File: src/rtl/slink_generic_rx_router_pkg.sv
// Shared definitions for the generic S-Link RX router.
//   - LONG_PKT_ID_MIN_DEFAULT : data IDs at or above this value are long packets
//   - state_e                 : router FSM encoding
//   - is_long_pkt()           : long/short packet classification of a data ID
package slink_generic_rx_router_pkg;

    localparam logic [7:0] LONG_PKT_ID_MIN_DEFAULT = 8'h20;

    typedef enum logic [1:0] {
        ST_IDLE = 2'd0,
        ST_LONG = 2'd1,
        ST_DROP = 2'd2
    } state_e;

    function automatic logic is_long_pkt(input logic [7:0] data_id,
                                         input logic [7:0] id_min);
        return (data_id >= id_min);
    endfunction

endpackage

File: src/rtl/slink_demet_reset.sv
// Two-flop synchroniser for a level signal entering the clk domain.
// Ports:
//   clk     : destination clock
//   reset   : asynchronous active-high reset, output reads 0 while asserted
//   sig_in  : asynchronous level input
//   sig_out : synchronised level output
module slink_demet_reset (
    input  logic clk,
    input  logic reset,
    input  logic sig_in,
    output logic sig_out
);

    logic [1:0] sync_q;

    always_ff @(posedge clk or posedge reset) begin
        if (reset) begin
            sync_q <= '0;
        end else begin
            sync_q <= {sync_q[0], sig_in};
        end
    end

    assign sig_out = sync_q[1];

endmodule

File: src/rtl/slink_rx_router_match.sv
// Combinational channel selector: masked data-ID compare against every channel
// followed by a lowest-index-wins priority encoder.
// Ports:
//   data_id_i : packet data ID
//   id_base_i : per-channel match value, channel i at [i*8 +: 8]
//   id_mask_i : per-channel compare mask, 1 = bit compared
//   win_o     : index of the lowest matching channel (0 when none match)
//   any_o     : at least one channel matched
module slink_rx_router_match #(
    parameter int unsigned NUM_CHANNELS = 8,
    parameter int unsigned IDXW         = (NUM_CHANNELS > 1) ? $clog2(NUM_CHANNELS) : 1
) (
    input  logic [7:0]                data_id_i,
    input  logic [NUM_CHANNELS*8-1:0] id_base_i,
    input  logic [NUM_CHANNELS*8-1:0] id_mask_i,
    output logic [IDXW-1:0]           win_o,
    output logic                      any_o
);

    always_comb begin
        win_o = '0;
        any_o = 1'b0;
        for (int unsigned i = 0; i < NUM_CHANNELS; i++) begin
            // First hit latches; later (higher) indices cannot override it.
            if (!any_o &&
                ((data_id_i & id_mask_i[i*8 +: 8]) ==
                 (id_base_i[i*8 +: 8] & id_mask_i[i*8 +: 8]))) begin
                win_o = i[IDXW-1:0];
                any_o = 1'b1;
            end
        end
    end

endmodule

File: src/rtl/slink_generic_rx_router.sv
// S-Link RX application stream demultiplexer. Each packet is steered to one of
// NUM_CHANNELS channel interfaces by masked data-ID match; long packets lock the
// channel on the header and hold it for all payload beats. Unmatched packets are
// discarded and counted.
// Ports:
//   clk, reset              : clock, asynchronous active-high reset
//   enable                  : asynchronous enable, synchronised internally
//   cfg_ch_id_base/mask     : per-channel data-ID match value and compare mask
//   rx_sop, rx_data_id,
//   rx_word_count           : packet header from the link layer
//   rx_app_data, rx_valid,
//   rx_crc_corrupted        : payload beats from the link layer
//   rx_*_ch                 : per-channel outputs (ID/word count/data shared,
//                             strobes channel specific), all registered
//   rx_abort                : long packet truncated by a new header
//   rx_drop_count           : saturating count of unmatched packets
module slink_generic_rx_router
    import slink_generic_rx_router_pkg::*;
#(
    parameter int unsigned NUM_CHANNELS      = 8,
    parameter int unsigned RX_APP_DATA_WIDTH = 64,
    parameter logic [7:0]  LONG_PKT_ID_MIN   = LONG_PKT_ID_MIN_DEFAULT
) (
    input  logic                                      clk,
    input  logic                                      reset,
    input  logic                                      enable,
    input  logic [NUM_CHANNELS*8-1:0]                 cfg_ch_id_base,
    input  logic [NUM_CHANNELS*8-1:0]                 cfg_ch_id_mask,
    input  logic                                      rx_sop,
    input  logic [7:0]                                rx_data_id,
    input  logic [15:0]                               rx_word_count,
    input  logic [RX_APP_DATA_WIDTH-1:0]              rx_app_data,
    input  logic                                      rx_valid,
    input  logic                                      rx_crc_corrupted,
    output logic [NUM_CHANNELS-1:0]                   rx_sop_ch,
    output logic [NUM_CHANNELS*8-1:0]                 rx_data_id_ch,
    output logic [NUM_CHANNELS*16-1:0]                rx_word_count_ch,
    output logic [NUM_CHANNELS*RX_APP_DATA_WIDTH-1:0] rx_app_data_ch,
    output logic [NUM_CHANNELS-1:0]                   rx_valid_ch,
    output logic [NUM_CHANNELS-1:0]                   rx_crc_corrupted_ch,
    output logic                                      rx_abort,
    output logic [15:0]                               rx_drop_count
);

    localparam int unsigned IDXW = (NUM_CHANNELS > 1) ? $clog2(NUM_CHANNELS) : 1;
    localparam logic [15:0] BPB  = 16'(RX_APP_DATA_WIDTH / 8);

    logic                         enable_sync;
    logic [IDXW-1:0]              win;
    logic                         any_match;

    state_e                       state_q,   state_d;
    logic [15:0]                  remain_q,  remain_d;
    logic [IDXW-1:0]              lock_q,    lock_d;
    logic [15:0]                  drop_q,    drop_d;
    logic [NUM_CHANNELS-1:0]      sop_q,     sop_d;
    logic [NUM_CHANNELS-1:0]      valid_q,   valid_d;
    logic [NUM_CHANNELS-1:0]      crc_q,     crc_d;
    logic                         abort_q,   abort_d;
    logic [7:0]                   id_q;
    logic [15:0]                  wc_q;
    logic [RX_APP_DATA_WIDTH-1:0] data_q;

    slink_demet_reset u_enable_sync (
        .clk     (clk),
        .reset   (reset),
        .sig_in  (enable),
        .sig_out (enable_sync)
    );

    slink_rx_router_match #(
        .NUM_CHANNELS (NUM_CHANNELS),
        .IDXW         (IDXW)
    ) u_match (
        .data_id_i (rx_data_id),
        .id_base_i (cfg_ch_id_base),
        .id_mask_i (cfg_ch_id_mask),
        .win_o     (win),
        .any_o     (any_match)
    );

    always_comb begin
        state_d  = state_q;
        remain_d = remain_q;
        lock_d   = lock_q;
        drop_d   = drop_q;
        sop_d    = '0;
        valid_d  = '0;
        crc_d    = '0;
        abort_d  = 1'b0;

        if (!enable_sync) begin
            state_d  = ST_IDLE;
            remain_d = '0;
        end else if (rx_sop) begin
            // A header always restarts packet handling; any beat on the same
            // cycle belongs to nothing and is discarded.
            abort_d = (state_q != ST_IDLE);
            state_d = ST_IDLE;
            if (any_match) begin
                sop_d[win] = 1'b1;
            end else if (drop_q != '1) begin
                drop_d = drop_q + 16'd1;
            end
            if (is_long_pkt(rx_data_id, LONG_PKT_ID_MIN) && (rx_word_count != '0)) begin
                remain_d = rx_word_count;
                if (any_match) begin
                    state_d = ST_LONG;
                    lock_d  = win;
                end else begin
                    state_d = ST_DROP;
                end
            end
        end else if (rx_valid && (state_q != ST_IDLE)) begin
            if (remain_q <= BPB) begin
                remain_d = '0;
                state_d  = ST_IDLE;
            end else begin
                remain_d = remain_q - BPB;
            end
            if (state_q == ST_LONG) begin
                valid_d[lock_q] = 1'b1;
                crc_d[lock_q]   = rx_crc_corrupted;
            end
        end
    end

    always_ff @(posedge clk or posedge reset) begin
        if (reset) begin
            state_q  <= ST_IDLE;
            remain_q <= '0;
            lock_q   <= '0;
            drop_q   <= '0;
            sop_q    <= '0;
            valid_q  <= '0;
            crc_q    <= '0;
            abort_q  <= 1'b0;
            id_q     <= '0;
            wc_q     <= '0;
            data_q   <= '0;
        end else begin
            state_q  <= state_d;
            remain_q <= remain_d;
            lock_q   <= lock_d;
            drop_q   <= drop_d;
            sop_q    <= sop_d;
            valid_q  <= valid_d;
            crc_q    <= crc_d;
            abort_q  <= abort_d;
            id_q     <= rx_data_id;
            wc_q     <= rx_word_count;
            data_q   <= rx_app_data;
        end
    end

    assign rx_sop_ch           = sop_q;
    assign rx_valid_ch         = valid_q;
    assign rx_crc_corrupted_ch = crc_q;
    assign rx_abort            = abort_q;
    assign rx_drop_count       = drop_q;
    assign rx_data_id_ch       = {NUM_CHANNELS{id_q}};
    assign rx_word_count_ch    = {NUM_CHANNELS{wc_q}};
    assign rx_app_data_ch      = {NUM_CHANNELS{data_q}};

endmodule

File: config.mk
export PLATFORM = sky130hd
export DESIGN_NAME = slink_generic_rx_router
export DESIGN_NICKNAME = d
export VERILOG_FILES = /design/src/rtl/slink_generic_rx_router_pkg.sv /design/src/rtl/slink_demet_reset.sv /design/src/rtl/slink_rx_router_match.sv /design/src/rtl/slink_generic_rx_router.sv
export SDC_FILE = /design/constraint.sdc
export NUM_CORES = 1
export LEC_CHECK = 0
export BUFFER_PORTS_ARGS = -buffer_cell sky130_fd_sc_hd__buf_4
export CORE_AREA = 2 2 380 382
export CTS_BUF_LIST = sky130_fd_sc_hd__clkbuf_4 sky130_fd_sc_hd__clkbuf_8
export CTS_CLUSTER_SIZE = 16
export DETAILED_ROUTE_END_ITERATION = 16
export DIE_AREA = 0 0 382 384
export RECOVER_POWER = 25
export SETUP_SLACK_MARGIN = 0.02
export SLEW_MARGIN = 20
export SYNTH_ARGS = -nofsm -noshare
export SYNTH_HDL_FRONTEND = slang
export SYNTH_SLANG_ARGS = --single-unit
File: constraint.sdc
create_clock -name clk -period 5.55 [get_ports clk]
set_clock_uncertainty 0.2 [all_clocks]
set_input_delay 1.11 -clock clk [delete_from_list [all_inputs] [get_ports clk]]
set_output_delay 1.11 -clock clk [all_outputs]
set_load 0.01 [all_outputs]
# Yosys cells after proc, flatten, opt, wreduce, memory -nomap -nowiden
# Cells that the tools add are included.
# classes
addsub	2
order_cmp	6
eq_ne	13
n_mux	43
n_bitwise	18
reduce_logical	24
# op_table
cell	n
AND 8 bit	17
2-to-1 mux 8 bit	11
2-to-1 mux 16 bit	5
== test 8 bit	8
adder 16 x 1 -> 16 bit (second input constant)	1
<= comparator 16 x 4 -> 1 bit (second input constant)	1
2-to-1 mux 2 bit	8
inequality test 16 bit (second input constant)	1
nonzero test 16 bit	1
subtractor 16 x 4 -> 16 bit (second input constant)	1
2-to-1 mux 1 bit	13
2-to-1 mux 3 bit	4
logical AND 1 bit	11
inequality test 3 bit (second input constant)	3
>= comparator 8 x 6 -> 1 bit (second input constant)	1
less-than comparator 3 x 4 -> 1 bit (second input constant)	2
AND reduction 4 bit	2
zero test 1 bit	7
demux 1 bit (select 3 bit)	2
>= comparator 3 x 1 -> 1 bit (second input constant)	2
AND reduction 2 bit	2
== test 2 x 1 -> 1 bit (second input constant)	1
nonzero test 2 bit	1
inverter 1 bit	1
# word_totals
ff_bits	152
in_bits	222
out_inout_bits	745
wordCells	118

# Longest topological paths before layout
# logic_depth
depth_word	31
depth_mapped	8
depth_no_buf	7

# Modules after synthesis
# Synthesis repeated with hierarchy kept, for this count alone.
# hier_totals
cells_unflattened	1100
hier_area_um2	10737.8
# modules_own_cells
mod	instances	cells_per_inst	area_per_inst_um2	seq_area_each_um2
slink_generic_rx_router	1	971	9633.0	3753.6
slink_rx_router_match	1	126	1051.0	0.0
slink_demet_reset	1	3	53.8	50.0

# Worst setup path before layout
# No wires, ideal clock.
# synth_path
path_kind	in2reg
start	input port rx_data_id[7]
end	register sop_q[7] (netlist: rx_sop_ch[7])
setup_time_ns	0.065
t_arrival_ns	2.522
required_ns	5.285
setup_slack_ns	2.763
path_stages	7
n_path_buf	1
path_cell_list	buf_6 > xor2_1 > a22oi_1 > nand4_2 > and2_4 > or3_1 > o21ba_1
# synth_via
elab_chain_cells	31
elab_cells_between_ends	53
classes_between	order compare: 2; eq/ne: 8; mux: 20; bitwise: 8; reduce/logical: 15
# synth_lines
element	line	rtl
from (decl)	slink_generic_rx_router.sv:30	input logic [7:0] rx_data_id,
AND 8 bit	slink_rx_router_match.sv:26	((data_id_i & id_mask_i[i*8 +: 8]) ==
== test 8 bit	slink_rx_router_match.sv:26	
2-to-1 mux 1 bit	slink_rx_router_match.sv:25	if (!any_o &&
zero test 1 bit	slink_rx_router_match.sv:25	
logical AND 1 bit	slink_rx_router_match.sv:25	
2-to-1 mux 1 bit	slink_rx_router_match.sv:25	
zero test 1 bit	slink_rx_router_match.sv:25	
logical AND 1 bit	slink_rx_router_match.sv:25	
[... 16 more ...]	--	
less-than comparator 3 x 4 -> 1 bit (implied by the code) / >= comparator 3 x 1 -> 1 bit (equally long branches)	slink_generic_rx_router.sv:101	sop_d[win] = 1'b1;
logical AND 1 bit (implied by the code)	slink_generic_rx_router.sv:101	
2-to-1 mux 1 bit (implied by the code)	slink_generic_rx_router.sv:101	
demux 1 bit (select 3 bit)	slink_generic_rx_router.sv:101	
2-to-1 mux 8 bit (*)	slink_generic_rx_router.sv:100	if (any_match) begin
2-to-1 mux 8 bit (*)	slink_generic_rx_router.sv:95	end else if (rx_sop) begin
2-to-1 mux 8 bit (*)	slink_generic_rx_router.sv:92	if (!enable_sync) begin
net sop_d[7]	slink_generic_rx_router.sv:56	logic [NUM_CHANNELS-1:0] sop_q, sop_d;
to (signal assigned)	slink_generic_rx_router.sv:146	sop_q <= sop_d;
to (decl)	slink_generic_rx_router.sv:56	
# The timed path passes the listed nets; every way through them passes the cells marked *.
# A chain may end at the register's enable or synchronous reset.

# Worst setup path in the final report
# layout_path
start	input port rx_data_id[3]
end	register drop_q[13] (netlist: rx_drop_count[13])
# layout_via
elab_chain_cells	26
elab_cells_between_ends	40
classes_between	eq/ne: 8; mux: 8; bitwise: 9; reduce/logical: 15
# layout_lines
element	line	rtl
AND 8 bit	slink_rx_router_match.sv:26	
== test 8 bit	slink_rx_router_match.sv:26	
2-to-1 mux 1 bit	slink_rx_router_match.sv:25	
zero test 1 bit	slink_rx_router_match.sv:25	
logical AND 1 bit	slink_rx_router_match.sv:25	
2-to-1 mux 1 bit	slink_rx_router_match.sv:25	
zero test 1 bit	slink_rx_router_match.sv:25	
logical AND 1 bit	slink_rx_router_match.sv:25	
[... 10 more ...]	--	
zero test 1 bit	slink_rx_router_match.sv:25	
logical AND 1 bit	slink_rx_router_match.sv:25	
2-to-1 mux 1 bit	slink_rx_router_match.sv:25	
zero test 1 bit	slink_rx_router_match.sv:25	
logical AND 1 bit	slink_rx_router_match.sv:25	
2-to-1 mux 1 bit (*)	slink_rx_router_match.sv:25	
inverter 1 bit (no source line) (*)	--	
AND reduction 4 bit (no source line) (*)	--	
to (signal assigned)	slink_generic_rx_router.sv:145	drop_q <= drop_d;
to (decl)	slink_generic_rx_router.sv:55	logic [15:0] drop_q, drop_d;
# Every way passes the cells marked *; elsewhere a longest branch is shown, timed or not.

==> results.md <==
- Number of maximum-capacitance constraint violations: 2
- Startpoint Class: primary input
- Top flip-flop cell by instance count after synthesis: sky130_fd_sc_hd__dfrtp_1
- Area enclosed by the die boundary: 147000 um2
- Net count reported at finish: 1706
- DR vias/cell: 2.49
- Period Utilization, post-route: 75.5%
- Post-synth EDFFs: 0
- Cts repair resizes: 0
- Slew margin rel.: -60.3%
- Detail Route Antenna Nets: 0
- Setup TNS after final layout: 0 ns
- Flop and latch count out of synthesis: 152
- Register area: 3800 um2
- Final hold slack: 0.176 ns
- Area growth, synth to finish: 47.1%
- Starting density of the core: 7.70%
- Result of the run: finished, violations left
- CTS Root Cell: sky130_fd_sc_hd__clkbuf_8
- Biggest fanout along the worst timing path: 15
- Core area: 143000 um2
- Violations in the final reports: max-capacitance violations, max-slew violations
- CTS sink cnt: 152
- Vias: 8466
- Worst VDD drop: 0.000107 V
- Vertical extent of the die: 384 um
- Worst-case clock buffer depth: 2
- Yosys Warn Count: 0
- # H-tree levels: 4
- Synth top area cells: sky130_fd_sc_hd__buf_4 42%, sky130_fd_sc_hd__dfrtp_1 35%, sky130_fd_sc_hd__xor2_1 6.4%
- Clock transition at the registers of the reported paths: 0.11 ns
- IO Count: 967
- Clock buffer count from CTS: 17
- Yosys top cell area share: 42.4%
- Least-Margin Pin Slew: 2.40 ns
- Most area-hungry cell type in the Yosys netlist: sky130_fd_sc_hd__buf_4
- Most common cell after layout, fill and taps aside: sky130_fd_sc_hd__buf_4
- CP arrival: 4.52 ns
- Share of power burned in the clock network: 29.0%
- Part of the power in combinational logic: 31.4%
- Area taken by multi-input logic gates: 2370 um2
- Synth cell types: 53
- Power per cell area: 213 nW/um2
- Number of global-route vias before repair: 7611
- GR Util All Layers: 6.59%
- Min setup slack post-route: 1.36 ns
- Fmax achieved: 239 MHz
- Clock period minus final worst setup slack: 4.19 ns
- Count of hold buffers inserted by post-cts repair: 0
- Synthesized area per cell: 9.73 um2
- Net Switching: 1.38 mW
- Final count of hold timing violations: 0
- Setup crit end kind: flip-flop
- Fill count: 16399
- Wire length of the first global-routing pass: 64300 um
- RSZ-0062 raised after global routing: no
- Postcts setup bufs: 0
- Most frequent cells in the layout: 872 x sky130_fd_sc_hd__buf_4, 152 x sky130_fd_sc_hd__dfrtp_1, 81 x sky130_fd_sc_hd__xor2_1
- Static power due to leakage: 7.65 nW
- Port bufs: 966
- Hold/Removal Path Class: reg2reg
- Number of antenna violations at the first check in global routing: 14
- Share of synthesized registers carrying an async set or reset: 100%
- DRC errors left: 0
- Type of the setup path with the least slack: in2reg
- Chip width: 382 um
- Sw frac: 40.0%
- Pre-antenna DRT Iters: 4
- Internal Dissipation: 2.07 mW
- Setup slack at placement: 1.38 ns
- TritonCTS clock tree: built
- Critical Path RT: 5.88 ns
- Routed length per placed instance: 15.3 um
- Overflow left after global routing: 0
- Number of core rows: 139
- Total standard cell area after synthesis: 11000 um2
- Fraction of the yosys area taken by sequential cells: 34.6%
- Count of pins over their slew limit: 78
- Clock latency on the worst-skew pair: 0.60 ns
- Number of DRC violations after detailed-routing iteration 0: 309
- Pin count of the biggest net entering global routing: 79
- Slack of the worst reg-to-reg path: 2.62 ns
- Setup violations, final: 0
- Final estimated routing congestion in global placement: 0.772
- Gate count after technology mapping: 1131
- Share of layout cells above drive strength 1: 66.4%
- Part of the power in registers: 39.5%
- Placed wire-length estimate: 44700 um
- Wire length reported by the detailed router: 52100 um
- Post-synth net total: 1355
-- per-layer routing --
layer	GRT usage (%)	part of all wire, %	vias up	routed length [um]
met3	1.85	7.2	55	3740
met5	0	0.021	-	11
met4	2.84	3.2	2	1660
met2	12.1	55	511	28400
li1	-	-	3778	-
met1	6.95	35	4120	18300
-- synth_stat cells, drive strengths merged (2+ instances only) --
library cell and count:
a21boi 2, a21oi 4, a221oi 2, a22oi 39
a31oi 3, and2 6, and3 9, buf 632
clkbuf 6, dfrtp 152, ha 2, inv 6
mux2 4, nand2 28, nand2b 5, nand3 11
nand4 19, nor2 28, nor2b 10, nor3 13
nor3b 2, nor4 19, nor4b 2, o211a 3
o21ai 15, o21bai 3, o22a 2, o31ai 6
o41ai 2, or3 5, xor2 81
-- state kept, by name, indices dropped and copies added, names as in the netlist --
register	flops
lock_q	3
wc_q	16
rx_sop_ch	8
state_q	2
id_q	8
u_enable_sync.sync_q	2
rx_valid_ch	8
remain_q	16
rx_crc_corrupted_ch	8
data_q	64
rx_drop_count	16
rx_abort	1
-- worst max-delay path, cell delays in order --
cell	delay, ns
sky130_fd_sc_hd__clkbuf_1	0.79
sky130_fd_sc_hd__xor2_1	0.20
sky130_fd_sc_hd__a22oi_1	0.18
sky130_fd_sc_hd__nand4_2	0.22
sky130_fd_sc_hd__nand4_1	0.90
sky130_fd_sc_hd__buf_4	0.52
sky130_fd_sc_hd__nor4_1	0.36
sky130_fd_sc_hd__xor2_1	0.19
-- power groups by stage --
stage / logic [mW] / registers (mW) / clock network [mW]
floorplan: 0.736 / 1.32 / 0
global placement: 1.12 / 1.38 / 0
detailed placement: 1.12 / 1.39 / 0
CTS: 1.12 / 1.37 / 1.12
global route: 1.16 / 1.38 / 1.14
finish: 1.09 / 1.36 / 1.00
-- cell type report --
| type | count | area share [%] |
|---|---|---|
| well taps | 1903 | 14.7 |
| multi-input cells | 335 | 14.7 |
| repair buffers | 970 | 44.2 |
| flip-flops and latches | 152 | 23.5 |
| clock inverters | 15 | 1.17 |
| inverters | 6 | 0.186 |
| diodes | 6 | 0.0928 |
| clock buffers | 17 | 1.45 |
-- kinds of logic (layout without fill, tap and decap cells) --
family	count (synthesis)	count (layout)	share of synthesized area, %
and+or+nand+nor	160	160	8.85
adders and majority gates	2	2	0.227
AOI/OAI and AO/OA	88	88	5.76
xor gates and xnor gates	81	81	6.45
DFF	152	152	34.6
buffers and inverters	644	1008	43.7
other	0	6	0
muxes	4	4	0.409
-- per-stage QoR --
step,utilization [%],power (mW),instance area [um2],instances
after floorplan,-,2.06,11000,1131
after global placement,11.1,2.50,15900,3366
after detailed placement,11.1,2.51,15900,3366
after CTS,11.4,3.61,16300,3398
after global routing,11.3,3.68,16200,3401
final,11.3,3.45,16200,3404
-- worst paths after layout --
check / startpoint / end / cells after the start
setup / recovery: rx_data_id[3] / rx_drop_count[13]$_DFFE_PP0P_ / 8
hold / removal: u_enable_sync.sync_q[0]$_DFF_PP0_ / u_enable_sync.sync_q[1]$_DFF_PP0_ / 0
setup reg to reg: rx_drop_count[0]$_DFFE_PP0P_ / rx_drop_count[1]$_DFFE_PP0P_ / 8
hold reg to reg: u_enable_sync.sync_q[0]$_DFF_PP0_ / u_enable_sync.sync_q[1]$_DFF_PP0_ / 0
max in group asynchronous: reset / data_q[61]$_DFF_PP0_ / 3
min in group asynchronous: reset / data_q[2]$_DFF_PP0_ / 2
Power figures use the tool's default switching activity.
